==> src/rtl/regfile_pkg.sv <==
// Shared constants for the register-file writeback path.
package regfile_pkg;
    localparam int DATA_W   = 32;
    localparam int ADDR_W   = 5;
    localparam int ZERO_REG = 0;
    localparam int REQ_ALU  = 0;
    localparam int REQ_MEM  = 1;
endpackage

==> src/rtl/rr_arbiter2.sv <==
// Two-input round-robin grant with a one-bit history of the last accepted requester.
module rr_arbiter2
    import regfile_pkg::*;
(
    input  logic       clk,
    input  logic       reset,
    input  logic       stall,
    input  logic [1:0] valid,
    output logic [1:0] grant
);

    logic last_grant;

    always_comb begin
        grant = 2'b00;
        if (!reset && !stall) begin
            if (valid[REQ_ALU] && valid[REQ_MEM]) begin
                // on contention the requester not served last goes first
                if (last_grant == 1'(REQ_ALU)) begin
                    grant[REQ_MEM] = 1'b1;
                end else begin
                    grant[REQ_ALU] = 1'b1;
                end
            end else begin
                grant = valid;
            end
        end
    end

    always_ff @(posedge clk) begin
        if (reset) begin
            last_grant <= 1'(REQ_MEM);
        end else if (grant[REQ_MEM]) begin
            last_grant <= 1'(REQ_MEM);
        end else if (grant[REQ_ALU]) begin
            last_grant <= 1'(REQ_ALU);
        end
    end

endmodule

==> src/rtl/regfile_write_arbiter.sv <==
// Shares the register-file write port between the ALU and load writeback paths,
// registering one accepted write per cycle and counting committed writes.
module regfile_write_arbiter #(
    parameter int DATA_W = regfile_pkg::DATA_W,
    parameter int ADDR_W = regfile_pkg::ADDR_W,
    parameter int CNT_W  = 16
) (
    input  logic              clk,
    input  logic              reset,
    input  logic              stall,
    input  logic              req0_valid,
    input  logic [ADDR_W-1:0] req0_addr,
    input  logic [DATA_W-1:0] req0_data,
    output logic              req0_ready,
    input  logic              req1_valid,
    input  logic [ADDR_W-1:0] req1_addr,
    input  logic [DATA_W-1:0] req1_data,
    output logic              req1_ready,
    output logic              writeEn,
    output logic [ADDR_W-1:0] writeAddr,
    output logic [DATA_W-1:0] writeData,
    output logic [CNT_W-1:0]  write_count
);
    import regfile_pkg::ZERO_REG;
    import regfile_pkg::REQ_ALU;
    import regfile_pkg::REQ_MEM;

    logic [1:0]        grant;
    logic              accept;
    logic [ADDR_W-1:0] acc_addr;
    logic [DATA_W-1:0] acc_data;
    logic              acc_commit;

    rr_arbiter2 u_arb (
        .clk   (clk),
        .reset (reset),
        .stall (stall),
        .valid ({req1_valid, req0_valid}),
        .grant (grant)
    );

    assign req0_ready = grant[REQ_ALU];
    assign req1_ready = grant[REQ_MEM];
    assign accept     = |grant;
    assign acc_addr   = grant[REQ_MEM] ? req1_addr : req0_addr;
    assign acc_data   = grant[REQ_MEM] ? req1_data : req0_data;
    // register 0 is hardwired; such writes are handshaken but never committed
    assign acc_commit = accept && (acc_addr != ADDR_W'(ZERO_REG));

    always_ff @(posedge clk) begin
        if (reset) begin
            writeEn     <= 1'b0;
            writeAddr   <= '0;
            writeData   <= '0;
            write_count <= '0;
        end else begin
            writeEn <= acc_commit;
            if (accept) begin
                writeAddr <= acc_addr;
                writeData <= acc_data;
            end
            if (acc_commit) begin
                write_count <= write_count + CNT_W'(1);
            end
        end
    end

endmodule

==> config.mk <==
export PLATFORM = sky130hd
export DESIGN_NAME = regfile_write_arbiter
export DESIGN_NICKNAME = d
export VERILOG_FILES = /design/src/rtl/regfile_pkg.sv /design/src/rtl/rr_arbiter2.sv /design/src/rtl/regfile_write_arbiter.sv
export SDC_FILE = /design/constraint.sdc
export NUM_CORES = 1
export LEC_CHECK = 0
export CAP_MARGIN = 20
export CORE_MARGIN = 2
export CORE_UTILIZATION = 30
export CTS_BUF_LIST = sky130_fd_sc_hd__clkbuf_4 sky130_fd_sc_hd__clkbuf_8
export CTS_CLUSTER_SIZE = 28
export DETAILED_ROUTE_END_ITERATION = 10
export SLEW_MARGIN = 25
export SYNTH_ARGS = -nofsm -noshare
export SYNTH_HDL_FRONTEND = slang
export SYNTH_SLANG_ARGS = --single-unit
==> constraint.sdc <==
create_clock -name clk -period 2.2 [get_ports clk]
set_input_delay 0.44 -clock clk [delete_from_list [all_inputs] [get_ports clk]]
set_output_delay 0.44 -clock clk [all_outputs]
set_load 0.02 [all_outputs]
==> reports/summary.txt <==
final setup fails - 0
Pwr Density - 514 nW/um^2
CTS tree - built
Max-Cap Viols - 0
max_slew headroom - 67.8%
Residual DRC - 0
synth top area cells - dfxtp_1 43%, a311oi_1 11%, nand2_1 10%
Initial Util - 31.0%
post-synthesis compound-gate area fraction - 17.3%
Synth Instances - 311
Fmax - 0.499 GHz
mapped cell area - 2550 sq um
input/output buffers - 134
Core ar. - 8220 sq um
Top FF cell, synth - dfxtp_1
die area - 9250 sq um
Final period util - 91.0%
first-pass GRT wire length - 11,800 microns
postcts setup bufs - 0
Syn Area/Cell - 8.20 sq um
All-Layer GR Usage - 16.0%
crit path DAT - 1560 ps
antenna fix cells - 0
drt wl/cell - 13.4 microns
Critical Path Fanout Max - 3
placed inst area - 4110 sq um
area leader, netlist - dfxtp_1
layout cells sized above 1 - 9.29%
final wirelength - 7470 microns
static leakage - 1.59 nW
Post-synth EDFFs - 0
crit path capture type - output port
Post-Route Skew - 3.71 ps
peak supply drop - 0.299 mV
post-synthesis sequential area ratio - 43.2%
met2 WL post-DR - 3680 microns
Design Area, Final - 4230 sq um
outcome - finished clean
crit path launch type - primary input
Placement Rows - 33
DP Cell Count - 549
multiplexer area fraction after synthesis - 3.78%
nets@finish - 531
share of the synthesized area in the top cell type - 43.2%
Worst EP required - 1760 ps
CTS buffer count - 5
xor and xnor area share after synthesis - 2.41%
Die X - 96.2 microns
YS warnings - 0
combinational family with the most area after synthesis - simple AND/OR/NAND/NOR gates
non-filler cells, final - 557
initial DRC count - 83
Worst-path clk slew - 90 ps
Worst-Margin Slew - 477 ps
Post-Synth Adder-Cell Area - 0.491%
vias in the first global route - 2,510
detailed placement HPWL - 5500 microns
Netlist cell types - 37
Highest Signal Layer - met4
worst skew pair latency - 300 ps
delay of the slowest critical-path stage - 530 ps
RSZ-0062 raised after global routing - false
Die Y-Extent - 96.2 microns
I/O pins - 135
final number of hold-violating endpoints - 0
drt pass-1 iters - 4
grt total ovfl - 0
H-tree levels - 2
Root Buffer - clkbuf_8
crit path buf inv count - 2
Clock Tree Buf Depth - 2
met1 wire length - 3150 microns
via count - 2,717
Post-synth ARST share - 0%
Syn-to-layout area delta - 66.0%
Syn Nets - 391
Synth Area in Simple Gates - 28.3%
Via density - 4.88
antenna viol nets, final - 0
largest net degree at the start of global routing - 43
CP Class - primary input to output port
met3 routed WL - 564 microns
FF+latch count, synth - 55
CP max-delay cell - clkdlybuf4s50_1
clock sinks - 55
HP Class - register to register
critical-path cell list - clkdlybuf4s50_1 -> nand2b_1 -> and3_2 -> dlygate4sd2_1
Final Critical Period - 2000 ps
CP top delay family - buffers and inverters
Slew Limit Fails - 0
Placer Congestion - 0.789
initial antenna violation count - 0
==> metrics by stage <==
step | setup WS [ps] | TNS, ps | util (%) | hold slack (ps) | total power [mW]
3_3_place_gp | -418 | -7530 | 50.0 | 485 | 1.58
4_1_cts | 49.1 | 0 | 51.3 | 504 | 2.21
3_5_place_dp | -383 | -7160 | 50.0 | 490 | 1.58
2_1_floorplan | 262 | 0 | - | 475 | 1.29
6_report | 198 | 0 | 51.5 | 500 | 2.17
5_1_grt | 107 | 0 | 51.5 | 525 | 2.29
==> state kept, by name (all words and copies together), names as in the netlist <==
name,cells
write_count,16
u_arb.last_grant,1
writeData,32
writeAddr,5
writeEn,1
==> logic make-up after synthesis <==
| family | count (synthesis) |
|---|---|
| AND/OR/NAND/NOR | 158 |
| flip-flops | 55 |
| AO/OA/AOI/OAI | 54 |
| buffers and inverters | 27 |
| multiplexers | 9 |
| XOR/XNOR | 7 |
| adder cells (fa/ha/maj) | 1 |
==> area by class of cell <==
type,instances,area (sq um)
Tap cell,105,131
Multi-Input combinational cell,229,1350
Fill cell,794,3990
Timing Repair Buffer,155,1530
Clock buffer,8,104
Inverter,5,18.8
Sequential cell,55,1100
==> path summary, 6_finish.rpt <==
kind / start / to / slack [ps] / depth (start not counted)
worst max-delay path: req1_valid / req0_ready / 200 / 4
worst min-delay path: writeData[11]$_SDFFE_PP0P_ / writeData[11]$_SDFFE_PP0P_ / 500 / 2
worst min register to register: writeData[11]$_SDFFE_PP0P_ / writeData[11]$_SDFFE_PP0P_ / 500 / 2
worst max register to register: write_count[1]$_SDFFE_PP0P_ / write_count[14]$_SDFFE_PP0P_ / 250 / 5
==> Yosys cell counts, drive strengths merged (4+ instances only) <==
| cell | n |
|---|---|
| a211oi | 6 |
| a21oi | 5 |
| a311oi | 32 |
| buf | 11 |
| clkbuf | 11 |
| dfxtp | 55 |
| inv | 5 |
| mux2i | 7 |
| nand2 | 69 |
| nand3 | 4 |
| nand4 | 7 |
| nor2 | 51 |
| nor4 | 8 |
| o21ai | 4 |
| or3 | 5 |
| xnor2 | 7 |
==> per-layer routing <==
metal  global-route usage [%]  up-vias
met5                        0        -
met4                     3.93        0
met3                     5.01        8
met2                     28.1       81
met1                     18.9     1232
li1                         -     1396
==> layout by cell type (no fill, tap or decap), types with 18 or more instances in the layout <==
cell,count
dfxtp_1,55
buf_4,18
nand2_1,69
nor2_1,50
clkdlybuf4s50_1,129
a311oi_1,32
==> worst min-delay path, stage by stage (launching register included) <==
cell and delay, ps:
dfxtp_1 320, nor2_1 90, a311oi_1 50
==> where the power goes <==
group | switching [mW] | total [mW] | internal (mW)
clock | 0.317 | 0.618 | 0.301
sequential | 0.0246 | 1.07 | 1.04
combinational | 0.214 | 0.488 | 0.273
total | 0.556 | 2.17 | 1.62
==> timing repair <==
action,in CTS,in global routing
endpoints found under the setup margin,2,6
hold buffers,0,0
gates resized for setup,5,4
pin swaps,0,4
No activity file was read; power rests on OpenSTA's default activity.
